<file path="src/rtl/gmii_tx_framer.sv">
`default_nettype none
// ============================================================================
// gmii_tx_framer : GMII transmit framer with preamble/SFD insertion, IFG,
//                  underflow signalling and SFD timestamp capture.
// Revision       : 1.0
// ============================================================================
module gmii_tx_framer #(
   parameter int PREAMBLE_LEN = 7,
   parameter int IFG_LEN      = 12
) (
   input  logic        clk_sys,
   input  logic        reset,
   input  logic        i_tx_enable,
   input  logic [8:0]  iv_data,
   input  logic        i_data_empty,
   output logic        o_data_rd,
   input  logic [18:0] timer,
   output logic [7:0]  ov_gmii_txd,
   output logic        o_gmii_tx_en,
   output logic        o_gmii_tx_er,
   output logic [18:0] ov_tx_ts,
   output logic        o_pkt_sent_pulse,
   output logic        o_fifo_underflow_pulse,
   output logic        o_drop_pulse,
   output logic [1:0]  ov_tx_state
);

   typedef enum logic [1:0] {
      S_IDLE     = 2'd0,
      S_PREAMBLE = 2'd1,
      S_DATA     = 2'd2,
      S_IFG      = 2'd3
   } state_t;

   localparam logic [4:0] PRE_LAST = 5'(PREAMBLE_LEN);
   localparam logic [4:0] IFG_LAST = 5'(IFG_LEN - 1);

   state_t     state, state_nxt;
   logic [4:0] cnt, cnt_nxt;
   logic       first, first_nxt;
   logic       discard, discard_nxt;
   logic       tail_sent, tail_nxt;
   logic       pop;
   logic [7:0] txd_nxt;
   logic       en_nxt, er_nxt, ts_cap, uf_nxt, drop_nxt;

   always_comb begin
      state_nxt   = state;
      cnt_nxt     = cnt;
      first_nxt   = first;
      discard_nxt = discard;
      tail_nxt    = 1'b0;
      pop         = 1'b0;
      txd_nxt     = 8'h00;
      en_nxt      = 1'b0;
      er_nxt      = 1'b0;
      ts_cap      = 1'b0;
      uf_nxt      = 1'b0;
      drop_nxt    = 1'b0;
      case (state)
         S_IDLE: begin
            if (!i_data_empty) begin
               if (iv_data[8]) begin
                  if (i_tx_enable) begin
                     txd_nxt   = 8'h55;
                     en_nxt    = 1'b1;
                     cnt_nxt   = 5'd1;
                     state_nxt = S_PREAMBLE;
                  end
               end else begin
                  // orphan byte with no head: discard it to resync
                  pop      = 1'b1;
                  drop_nxt = 1'b1;
               end
            end
         end
         S_PREAMBLE: begin
            en_nxt = 1'b1;
            if (cnt == PRE_LAST) begin
               txd_nxt   = 8'hD5;
               ts_cap    = 1'b1;
               first_nxt = 1'b1;
               state_nxt = S_DATA;
            end else begin
               txd_nxt = 8'h55;
               cnt_nxt = cnt + 5'd1;
            end
         end
         S_DATA: begin
            en_nxt = 1'b1;
            if (i_data_empty) begin
               er_nxt      = 1'b1;
               uf_nxt      = 1'b1;
               discard_nxt = 1'b1;
               state_nxt   = S_IFG;
            end else begin
               pop       = 1'b1;
               txd_nxt   = iv_data[7:0];
               first_nxt = 1'b0;
               if (iv_data[8] && !first) begin
                  tail_nxt  = 1'b1;
                  cnt_nxt   = 5'd0;
                  state_nxt = S_IFG;
               end
            end
         end
         default: begin
            if (discard) begin
               // flush the rest of the broken packet, head included if unpopped
               if (!i_data_empty) begin
                  pop       = 1'b1;
                  first_nxt = 1'b0;
                  if (iv_data[8] && !first) begin
                     discard_nxt = 1'b0;
                     cnt_nxt     = 5'd0;
                  end
               end
            end else if (cnt == IFG_LAST) begin
               state_nxt = S_IDLE;
            end else begin
               cnt_nxt = cnt + 5'd1;
            end
         end
      endcase
   end

   assign o_data_rd   = pop & ~reset;
   assign ov_tx_state = state;

   always_ff @(posedge clk_sys) begin
      if (reset) begin
         state                  <= S_IDLE;
         cnt                    <= 5'd0;
         first                  <= 1'b0;
         discard                <= 1'b0;
         tail_sent              <= 1'b0;
         ov_gmii_txd            <= 8'h00;
         o_gmii_tx_en           <= 1'b0;
         o_gmii_tx_er           <= 1'b0;
         ov_tx_ts               <= 19'd0;
         o_pkt_sent_pulse       <= 1'b0;
         o_fifo_underflow_pulse <= 1'b0;
         o_drop_pulse           <= 1'b0;
      end else begin
         state                  <= state_nxt;
         cnt                    <= cnt_nxt;
         first                  <= first_nxt;
         discard                <= discard_nxt;
         tail_sent              <= tail_nxt;
         ov_gmii_txd            <= txd_nxt;
         o_gmii_tx_en           <= en_nxt;
         o_gmii_tx_er           <= er_nxt;
         o_pkt_sent_pulse       <= tail_sent;
         o_fifo_underflow_pulse <= uf_nxt;
         o_drop_pulse           <= drop_nxt;
         if (ts_cap) ov_tx_ts <= timer;
      end
   end

endmodule
`default_nettype wire
</file>
<file path="config.mk">
export PLATFORM = sky130hd
export DESIGN_NAME = gmii_tx_framer
export DESIGN_NICKNAME = d
export VERILOG_FILES = /design/src/rtl/gmii_tx_framer.sv
export SDC_FILE = /design/constraint.sdc
export NUM_CORES = 1
export LEC_CHECK = 0
export CAP_MARGIN = 40
export CORE_MARGIN = 2
export CORE_UTILIZATION = 44
export CTS_CLUSTER_DIAMETER = 50
export DETAILED_ROUTE_END_ITERATION = 8
export PLACE_DENSITY = 0.8
export SLEW_MARGIN = 10
export SYNTH_ARGS = -nofsm -noshare
export SYNTH_HDL_FRONTEND = slang
export SYNTH_SLANG_ARGS = --single-unit
</file>
<file path="constraint.sdc">
create_clock -name clk_sys -period 2.3 [get_ports clk_sys]
set_input_delay 0.46 -clock clk_sys [delete_from_list [all_inputs] [get_ports clk_sys]]
set_output_delay 0.46 -clock clk_sys [all_outputs]
set_load 0.01 [all_outputs]
</file>
After elaboration in Yosys (flattened, before gate mapping)
Cells that the tools add are included.
{"block": "totals", "mem_count": 0, "latchBits": 0, "register_bits": 41, "word_cells": 90, "ram_bits": 0, "output_inout_bits": 35, "in_bits": 32, "romBits": 0}
{"block": "classes", "n_mul": 0, "add_sub_neg": 1, "n_eq_ne": 13, "n_reduce_logical": 14, "n_shift": 0, "n_bitwise": 5, "magnitude_cmp": 0, "n_mux": 46, "n_div": 0}
{"op": "$mux W5", "n": 8}
{"op": "$pmux W8 S3", "n": 1}
{"op": "$mux W7", "n": 3}
{"op": "$mux W1", "n": 18}
{"op": "$mux W2", "n": 8}
{"op": "$mux W8", "n": 2}
{"op": "$pmux W5 S3", "n": 1}
{"op": "$ne A2 B2 Y1 const B", "n": 6}
{"op": "$reduce_or A2 Y1", "n": 4}
{"op": "$reduce_and A7 Y1", "n": 1}
{"op": "$pmux W1 S3", "n": 2}
{"op": "$pmux W2 S3", "n": 1}
{"op": "$add A5 B1 Y5 const B", "n": 1}
{"op": "$eq A5 B3 Y1 const B", "n": 1}
{"op": "$eq A5 B4 Y1 const B", "n": 1}
{"op": "$ne A5 B2 Y1 const B", "n": 1}
{"op": "$reduce_and A5 Y1", "n": 1}
{"op": "$ne A4 B1 Y1 const B", "n": 1}
{"op": "$not A1 Y1", "n": 4}
{"op": "$pmux W1 S2", "n": 2}
{"op": "$reduce_bool A4 Y1", "n": 1}
{"op": "$ne A3 B3 Y1 const B", "n": 1}
{"op": "$reduce_and A3 Y1", "n": 1}
{"op": "$reduce_bool A3 Y1", "n": 1}
{"op": "8 further kinds", "n": 8}

Depth between registers and ports, before layout
{"block": "logic_depth", "depth_word": 6, "ltp_mapped": 8, "mapped_depth_nobuf": 6}

Worst setup path before layout
No wires, ideal clock.
{"block": "synth_path", "kind": "register to output", "start": "reg state[0] (netlist: ov_tx_state[0])", "end": "out o_data_rd", "path_stages_with_launch": 7, "path_buffers": 1, "required_time_ns": 1.840, "path_slack_ns": 0.468, "t_arrival_ns": 1.372, "cell_sequence": "dfxtp_1 -> inv_1 -> ha_1 -> clkbuf_1 -> inv_1 -> nor2_1 -> o311a_1"}
{"block": "synth_via", "elab_chain_len": 3, "word_cells_on_any_way": 5, "classes_between": "eq/ne (2); mux (1); bitwise (1); reduce/logical (1)"}
{"element": "start, declared", "line_no": "38", "rtl": "state_t state, state_nxt;"}
{"element": "start signal, assigned", "line_no": "145", "rtl": "state <= state_nxt;"}
{"element": "$eq A2 B2 Y1, or another cell as far along", "line_no": "60", "rtl": "case (state)"}
{"element": "$pmux W1 S3 (*)", "line_no": "60"}
{"element": "$and A1 B1 Y1 (*)", "line_no": "127", "rtl": "assign o_data_rd = pop & ~reset;"}
{"element": "end, declared", "line_no": "16", "rtl": "output logic o_data_rd,"}
Every way passes the cells marked *; elsewhere a longest branch is shown, timed or not.

Worst setup path after layout
Same ends and word-level chain as after synthesis.

==> metrics.cfg <==
[outcome]
status = finished, final reports clean

[timing]
finalCriticalPeriod_ns = 2.120
slew_headroom = 0.6545
drv_slew = 0
fin_skew_ns = 0.009435
setup_viol = 0
hold_viol_final = 0
fin_setup_tns_ns = 0
max_freq_mhz = 471.7
tightest_slew_ns = 0.5140
period_share = 0.9218
grt_setup_unrepaired = no

[logic_synthesis]
synth_nets = 250
async_flop_share = 0
avgSynthCellArea_sq_um = 8.394
synth_flop_cell = dfxtp_1
synth-edff-count = 0
synth_most_common_cell = nand2_1
syn_area_sq_um = 1788
ys_ff_latch = 41
ys_top_cells_by_count = nand2_1, dfxtp_1, a21oi_1
synth-warning-count = 0
ys_seq_area_frac = 0.4591
synth_cell_type_count = 44
syn_inst = 213
synth_largest_area_cell = dfxtp_1
yosysTopAreaCellShare = 0.4591
post_synth_main_area_contributors = dfxtp_1, nand2_1, a21oi_1

[cells_and_area]
antenna_cells = 0
fin_cells = 332
drive_above_1_share = 0.08865
nNetsFinal = 319
area_delta_synth_final_pct = 45.70

[critical_path]
reg2reg_setup_slack_ns = 0.45
required_ns = 1.84
crit_path_top_delay_cell = dfxtp_2
cp_max_fo = 6
worstPathCellList = inv_1, ha_1, inv_2, nor2_1, o311a_1, dlygate4sd2_1
crit_end = o_data_rd
slowest_delay_ns = 0.38
worstSetupPathType = reg -> out
arrival_ns = 1.66
r2r_start = ov_tx_state[0]$_SDFFE_PP0P_
startpoint_type = register
setup.worst_path.end_class = output pin
rr_worst_depth = 7
cp-startpoint = ov_tx_state[0]$_SDFFE_PP0P_
worstReg2RegEnd = ov_tx_state[1]$_SDFFE_PP0P_

[global_route]
grt_use_total = 0.1940
first_global_vias = 1527
grt_pass1_wl_um = 6686
antenna_found_initial = 0
grt_max_degree = 31
grt_overflow = 0

[floorplanning]
initial_core_util = 0.4535
die_y_um = 67.75
dieArea_sq_um = 4589
design.core.area_sq_um = 3943
fp-row-count = 23
io_pins = 67
die-width_um = 67.75

[clock_tree]
clock_latency_ns = 0.29
cts-resized-gates = 4
ctsHoldBuffers = 0
cts_made_buffers = 5
cts_max_level = 2
cts_buffer_depth = 2
cts_tree = done
clock-sinks = 41
cts-root-buf = clkbuf_8
cts.clk_slew.worst_paths_ns = 0.08
cts_setup_buffers = 0

[route]
drtAntennaViolNets = 0
first_pass_iters = 4
drc_errors = 0
vias_per_cell = 5.181
drtIter0Drc = 94
wirelength_um = 4391
vias = 1720
post_drt_wl_per_cell_um = 13.23

[power_and_ir_drop]
ir_drop_mv = 0.4371
p_leak_nw = 0.9443
p_per_area_nw_per_um2 = 732.3

[place]
dp_hpwl_um = 3144
gp_congestion = 0.8988
place_inst = 325
port_buffers = 66

[hold_path]
hp-class = reg -> reg

[run]
cap_violations = 0

placed cells by master (no fill, tap or decap), types with 2 or more instances in the layout:
master	Yosys	layout
mux2i_1	3	3
or3_1	2	2
clkdlybuf4s50_1	0	65
dfxtp_2	0	2
nor3_1	4	4
dfxtp_1	41	39
and3_1	5	5
nand4bb_1	2	2
buf_4	1	9
nand2_1	49	49
ha_1	5	5
clkbuf_8	0	6
nor2b_1	2	2
nand3_1	3	3
nand2b_1	4	4
nor3b_1	2	2
inv_1	9	8
o21a_1	2	2
o31ai_1	2	2
a21oi_1	29	29
o21ai_0	3	3
nor2_1	9	9
nor4_1	3	3
o32ai_1	2	2
critical path, delay by kind of cell (launching register included):
kind            cells  cell delay (ns)
fa+ha+maj           1             0.22
buf+inv             3             0.44
simple gates        1             0.05
compound gates      1             0.29
flops               1             0.38
cell families (layout without fill, tap and decap cells):
family / Yosys count / count (layout) / share of synthesized area
compound gates: 48 / 48 / 0.1673
fa+ha+maj: 5 / 5 / 0.03499
buf+inv: 22 / 91 / 0.05528
flops: 41 / 41 / 0.4591
mux: 3 / 3 / 0.01680
simple gates: 94 / 94 / 0.2666
worst min-delay path by stage:
stage,startpoint,to,slack (ns),cells after the start
after floorplan,tail_sent$_SDFF_PP0_,o_pkt_sent_pulse$_SDFF_PP0_,0.41,1
after global placement,tail_sent$_SDFF_PP0_,o_pkt_sent_pulse$_SDFF_PP0_,0.43,1
after detailed placement,tail_sent$_SDFF_PP0_,o_pkt_sent_pulse$_SDFF_PP0_,0.43,1
after CTS,tail_sent$_SDFF_PP0_,o_pkt_sent_pulse$_SDFF_PP0_,0.45,1
after global routing,tail_sent$_SDFF_PP0_,o_pkt_sent_pulse$_SDFF_PP0_,0.47,1
final,tail_sent$_SDFF_PP0_,o_pkt_sent_pulse$_SDFF_PP0_,0.45,1
per-layer routing:
layer | up-vias | share of wire | track usage
li1 | 868 | - | -
met1 | 783 | 0.42 | 0.2239
met2 | 61 | 0.50 | 0.3321
met3 | 8 | 0.065 | 0.06000
met4 | 0 | 0.019 | 0.07653
met5 | - | 0 | 0
report_power, final:
group,total (mW),internal (mW),switching (mW)
combinational,0.630,0.308,0.322
sequential,0.802,0.766,0.0358
clock,0.476,0.237,0.239
total,1.91,1.31,0.596
through the flow:
| step | hold slack, ns | util | cell area [sq um] | setup WS (ns) | power, mW |
|---|---|---|---|---|---|
| 6_report | 0.4523 | 0.6607 | 2605 | 0.1798 | 1.908 |
| 2_1_floorplan | 0.4138 | - | 1788 | 0.4679 | 1.196 |
| 3_3_place_gp | 0.4282 | 0.6376 | 2514 | 0.04600 | 1.429 |
| 4_1_cts | 0.4530 | 0.6607 | 2605 | 0.1627 | 1.920 |
| 3_5_place_dp | 0.4346 | 0.6376 | 2514 | 0.04470 | 1.438 |
| 5_1_grt | 0.4707 | 0.6607 | 2605 | 0.09011 | 2.010 |
sequential cells by signal, indices dropped and copies added, names as in the netlist:
| register | count |
|---|---|
| o_drop_pulse | 1 |
| o_gmii_tx_en | 1 |
| first | 1 |
| o_fifo_underflow_pulse | 1 |
| tail_sent | 1 |
| discard | 1 |
| ov_tx_ts | 19 |
| ov_gmii_txd | 8 |
| cnt | 5 |
| o_pkt_sent_pulse | 1 |
| ov_tx_state | 2 |
final cells by class:
type / count / area (sq um)
inverters: 9 / 33.78
clock inverters: 1 / 7.507
multi-input cells: 150 / 868.3
repair buffers: 75 / 726.9
clock buffers: 6 / 82.58
flip-flops and latches: 41 / 823.3
fillers: 334 / 1338
well taps: 50 / 62.56
No activity file was read; power rests on OpenSTA's default activity.
